File: src/rtl/spi_master_byte.sv
// Byte-oriented SPI master: all four CPOL/CPHA modes, MSB first, DIV clk cycles per
// mclk half-period, and multi-byte bursts under one select via the HOLD state.
module spi_master_byte #(
    parameter int unsigned DIV = 4
) (
    input  logic       clk,
    input  logic       rst_n,
    input  logic       cpol,
    input  logic       cpha,
    input  logic       start,
    input  logic       last,
    input  logic [7:0] din,
    output logic [7:0] dout,
    output logic       done,
    output logic       busy,
    output logic       mselect,
    output logic       mclk,
    output logic       mosi,
    input  logic       miso
);

    localparam int unsigned CW = (DIV > 1) ? $clog2(DIV) : 1;
    localparam int unsigned EW = 5;

    typedef enum logic [2:0] {IDLE, SETUP, XFER, HOLD, GAP} state_t;

    state_t        state, state_next;
    logic [CW-1:0] cnt;
    logic [EW-1:0] ecnt;
    logic          cpol_r, cpha_r, last_r;
    logic [7:0]    tx, rx;
    logic          miso_q;

    logic accept, tick, edge_now, leading, samp_edge, shift_edge, cpha_eff;

    // ecnt counts issued mclk edges; 16 = last edge out, 17 = done cycle
    always_comb begin
        state_next = state;
        accept     = 1'b0;
        edge_now   = 1'b0;
        tick       = (cnt == CW'(DIV - 1));
        leading    = ~ecnt[0];
        cpha_eff   = (state == IDLE) ? cpha : cpha_r;
        case (state)
            IDLE, HOLD: begin
                if (start) begin
                    accept     = 1'b1;
                    state_next = SETUP;
                end
            end
            SETUP: begin
                edge_now = tick;
                if (tick) state_next = XFER;
            end
            XFER: begin
                edge_now = tick && (ecnt < EW'(16));
                if (ecnt == EW'(17)) state_next = last_r ? GAP : HOLD;
            end
            GAP: begin
                if (tick) state_next = IDLE;
            end
            default: state_next = IDLE;
        endcase
        samp_edge  = edge_now && (cpha_r ? ~leading : leading);
        shift_edge = edge_now && (cpha_r ? leading : (~leading && (ecnt != EW'(15))));
    end

    always_ff @(posedge clk) begin
        if (!rst_n) state <= IDLE;
        else        state <= state_next;
    end

    always_ff @(posedge clk) begin
        if (!rst_n) begin
            cnt     <= '0;
            ecnt    <= '0;
            cpol_r  <= 1'b0;
            cpha_r  <= 1'b0;
            last_r  <= 1'b0;
            tx      <= '0;
            rx      <= '0;
            miso_q  <= 1'b0;
            dout    <= '0;
            done    <= 1'b0;
            busy    <= 1'b0;
            mselect <= 1'b1;
            mclk    <= 1'b0;
            mosi    <= 1'b0;
        end else begin
            done   <= 1'b0;
            miso_q <= miso;
            busy   <= (state_next == SETUP) || (state_next == XFER) || (state_next == GAP);

            if (accept || (state_next != state))
                cnt <= '0;
            else if ((state != IDLE) && (state != HOLD))
                cnt <= tick ? '0 : cnt + CW'(1);

            if (accept) begin
                last_r  <= last;
                ecnt    <= '0;
                mselect <= 1'b0;
                if (state == IDLE) begin
                    cpol_r <= cpol;
                    cpha_r <= cpha;
                    mclk   <= cpol;
                end
                // cpha=0 must present bit7 before the first (sampling) edge
                if (!cpha_eff) begin
                    mosi <= din[7];
                    tx   <= {din[6:0], 1'b0};
                end else begin
                    tx   <= din;
                end
            end

            if (edge_now) begin
                mclk <= ~mclk;
                ecnt <= ecnt + EW'(1);
            end
            if (samp_edge) rx <= {rx[6:0], miso_q};
            if (shift_edge) begin
                mosi <= tx[7];
                tx   <= {tx[6:0], 1'b0};
            end

            if ((state == XFER) && (ecnt == EW'(16))) begin
                ecnt <= EW'(17);
                done <= 1'b1;
                dout <= rx;
            end
            if ((state == XFER) && (ecnt == EW'(17)) && last_r)
                mselect <= 1'b1;
        end
    end

endmodule

File: config.mk
export PLATFORM = sky130hd
export DESIGN_NAME = spi_master_byte
export DESIGN_NICKNAME = d
export VERILOG_FILES = /design/src/rtl/spi_master_byte.sv
export SDC_FILE = /design/constraint.sdc
export NUM_CORES = 1
export LEC_CHECK = 0
export CORE_MARGIN = 2
export CORE_UTILIZATION = 54
export DETAILED_ROUTE_END_ITERATION = 16
export GPL_TIMING_DRIVEN = 1
export PLACE_DENSITY = 0.83
export RECOVER_POWER = 50
export SYNTH_ARGS = -nofsm -noshare
export SYNTH_HDL_FRONTEND = slang
export SYNTH_SLANG_ARGS = --single-unit
File: constraint.sdc
create_clock -name clk -period 2.5 [get_ports clk]
set_input_delay 0.375 -clock clk [delete_from_list [all_inputs] [get_ports clk]]
set_output_delay 0.375 -clock clk [all_outputs]
set_load 0.005 [all_outputs]
==> flow_summary_export.csv <==
group,metric,value,unit
sta,setup_ws,0.480,ns
sta,slew_headroom,45.2,%
power_and_ir_drop,p_per_area,557,nW/µm²
sta,period_needed,2.02,ns
global_routing,antenna_found_initial,0,
min_path,hold_path_class,"reg -> reg",
global_routing,grt_pass1_vias,1619,
setup_path,rr_endpoint,"tx[3]$_SDFFE_PN0P_",
synthesis,synth_top_family_by_area,"simple AND/OR/NAND/NOR gates",
setup_path,cp.buffers_inverters,0,
power_and_ir_drop,p_int,1.05,mW
sta,worst_pin_slew,0.822,ns
synthesis,synth.distinct_cells,42,
synthesis,syn_area_per_cell,8.88,µm²
layout,fin_nets,276,
sta,period_share,80.8,%
layout,final_cells,306,
layout,drive_above_1_share,6.98,%
sta,finalHoldViolCount,0,
drt,drc,0,
sta,hold_ws,0.455,ns
floorplan,coreArea,3630,µm²
clock_network,cts_setup_buffers,0,
place,dp_hpwl,2960,µm
floorplan,ioPinCount,28,
setup_path,crit_fanout,8,
setup_path,r2r_start,"ecnt[1]$_SDFFE_PP0P_",
global_routing,grtUsageTotal,21.8,%
floorplan,die_area,4260,µm²
place,post_dp_cell_area,2350,µm²
drt,antenna_left,0,
sta,slew_viol_final,0,
global_routing,grt_pass1_wl,7330,µm
sta,totalNegativeSetupSlack,0,ns
clock_network,clk_pin_slew,0.09,ns
power_and_ir_drop,p_switching,0.315,mW
setup_path,crit_slowest_cell,"o21ai_1",
clock_network,cts_max_level,2,
layout,utilization,67.3,%
synthesis,syn-cell-area,2030,µm²
synthesis,synth_seq_cells,42,
setup_path,crit_family,"compound AO/OA/AOI/OAI gates",
power_and_ir_drop,finalPower,1.36,mW
power_and_ir_drop,leakage,0.976,nW
setup_path,crit_path_max_incr_delay,0.39,ns
place,gp_congestion,0.786,
setup_path,endpoint_kind,"flip-flop",
clock_network,cts_max_path_buffers,2,
drt,avgRoutedWirePerCell,13.8,µm
min_path,hold_start,"dout[3]$_SDFFE_PN0P_",
clock_network,cts_buffers,5,
drt,drt-pass1-iter-count,5,
clock_network,cts_hold_buf,0,
clock_network,cts.repair.resized,0,
synthesis,async_flop_share,0,%
synthesis,syn-num-nets,247,
floorplan,placementRows,22,
synthesis,yosys_warnings,0,
synthesis,ys_seq_area_share,41.5,%
setup_path,cp.required,2.67,ns
sta,fin_skew,0.00790,ns
min_path,min_to,"dout[3]$_SDFFE_PN0P_",
drt,finalWirelength,4240,µm
global_routing,grt_max_degree,19,
layout,post-route-cell-area,2440,µm²
place,preCtsSetupSlack,0.389,ns
drt,via_per_inst,5.78,
place,dp.cells,298,
global_routing,grt-ovfl-total,0,
clock_network,root_buffer,"clkbuf_8",
drt,drt_iter0_markers,159,
synthesis,synth_compound_area_share,18.4,%
setup_path,reg2reg_depth,7,
synthesis,synth_xor_area_share,0.432,%
power_and_ir_drop,power.share.sequential,51.4,%
setup_path,crit_type,"reg -> reg",
min_path,hold_depth,2,
setup_path,ff2ff_setup_slack,0.48,ns
clock_network,clock-sinks,42,
setup_path,worst_setup_path_start_kind,"flip-flop",
floorplan,die_x,65.2,µm
place,port_buffers,27,
layout,synthToLayoutAreaGrowth,20.7,%
floorplan,die_h,65.2,µm
sta,setup_viol,0,
power_and_ir_drop,p_sw_share,23.1,%
setup_path,crit_arrival,2.19,ns
sta,rsz0062_at_grt,"false",
synthesis,synthFlopType,"dfxtp_1",
synthesis,muxShareOfSynthArea,8.46,%
power_and_ir_drop,p_clk_share,39.0,%
sta,max_freq,495,MHz
floorplan,initial_core_util,55.8,%
setup_path,path_cells,"ha_1 -> and3_1 -> ha_1 -> nand2b_1 -> o21a_1 -> o21ai_1 -> o221ai_1",
drt,via_count,1770,
setup_path,cp_common_cell,"ha_1",
status,outcome,"finished, final reports clean",
synthesis,synth_edf_count,0,
layout,fill_cells,302,
job,cap_violations,0,
synthesis,synth_cells,228,
power_and_ir_drop,pwr-share-comb,9.6,%
layout,antennaDiodeCount,0,
power_and_ir_drop,ir_drop,0.000562,V
clock_network,worstSkewPairLatency,0.30,ns
synthesis,synthAdderAreaFrac,2.47,%
clock_network,cts_tree,"yes",
synthesis,synth-simple-area-share,24.4,%
[cells in the final DEF (no fill, tap or decap), drive strengths merged, types with 5 or more instances in the layout]
cell	netlist	routed
clkdlybuf4s50	0	13
nand2	32	32
buf	6	5
and2	5	5
nand2b	5	5
dfxtp	42	42
nand3	10	10
o221ai	7	7
o21ai	9	9
a21oi	14	14
dlygate4sd3	0	14
or3	6	6
nor3b	5	5
clkbuf	7	8
inv	5	5
mux2i	16	16
nor2	12	12
[metal layers]
layer | share of wire, % | vias to the layer above | GRT usage (%)
li1 | - | 882 | -
met1 | 48 | 838 | 27.5
met2 | 47 | 44 | 37.6
met3 | 4.4 | 6 | 4.11
met4 | 1.2 | 0 | 6.25
met5 | 0 | - | 0
[flip-flops by register name (all words and copies together) (netlist names)]
signal / count
cnt: 2
ecnt: 5
mselect: 1
cpha_r: 1
miso_q: 1
last_r: 1
done: 1
rx: 8
dout: 8
state: 3
busy: 1
mclk: 1
mosi: 1
tx: 8
[worst max path at each step]
| stage | start | to | cells past startpoint |
|---|---|---|---|
| 2_1_floorplan | ecnt[0]$_SDFFE_PN0P_ | tx[1]$_SDFFE_PN0P_ | 7 |
| 3_3_place_gp | start | cnt[1]$_SDFFE_PP0N_ | 5 |
| 3_5_place_dp | start | cnt[1]$_SDFFE_PP0N_ | 5 |
| 4_1_cts | ecnt[1]$_SDFFE_PP0P_ | tx[3]$_SDFFE_PN0P_ | 7 |
| 5_1_grt | ecnt[1]$_SDFFE_PP0P_ | tx[2]$_SDFFE_PN0P_ | 7 |
| 6_report | ecnt[1]$_SDFFE_PP0P_ | tx[3]$_SDFFE_PN0P_ | 7 |
[cell type report]
cell class	instances	area, µm²	share of cell area [%]
sequential	42	841	34.4
timing repair buffer	35	319	13.1
multi-input combinational	168	1100	44.9
tap	48	60.1	2.46
clock buffer	5	68.8	2.81
inverter	5	18.8	0.768
clock inverter	3	40.0	1.64
[synthesized netlist by cell type, types with 6 or more instances]
master    count  share of area, %
nor2_1       12               2.2
or3_1         6               1.9
clkbuf_1      7               1.3
dfxtp_1      42                42
mux2i_1      16               7.9
o221ai_1      7               3.0
nand3_1      10               2.5
nand2_1      32               5.9
o21ai_0       7               1.7
a21oi_1      14               3.5
[tightest hold or removal path, cell delays in order (launching register included)]
cell     delay (ns)
dfxtp_1        0.31
nand2_1        0.05
a21oi_1        0.05
[kinds of logic after synthesis]
logic type / Yosys count
and+or+nand+nor: 93
AOI/OAI and AO/OA: 53
DFF: 42
buffers and inverters: 18
muxes: 17
adders and majority gates: 4
xor gates and xnor gates: 1
[power by group through the flow]
stage | Combinational [mW] | Clock, mW | Sequential [mW]
3_5_place_dp | 0.134 | 0 | 0.716
5_1_grt | 0.144 | 0.565 | 0.702
6_report | 0.131 | 0.532 | 0.700
2_1_floorplan | 0.0863 | 0 | 0.710
3_3_place_gp | 0.132 | 0 | 0.715
4_1_cts | 0.135 | 0.538 | 0.700
Power figures use the tool's default switching activity.
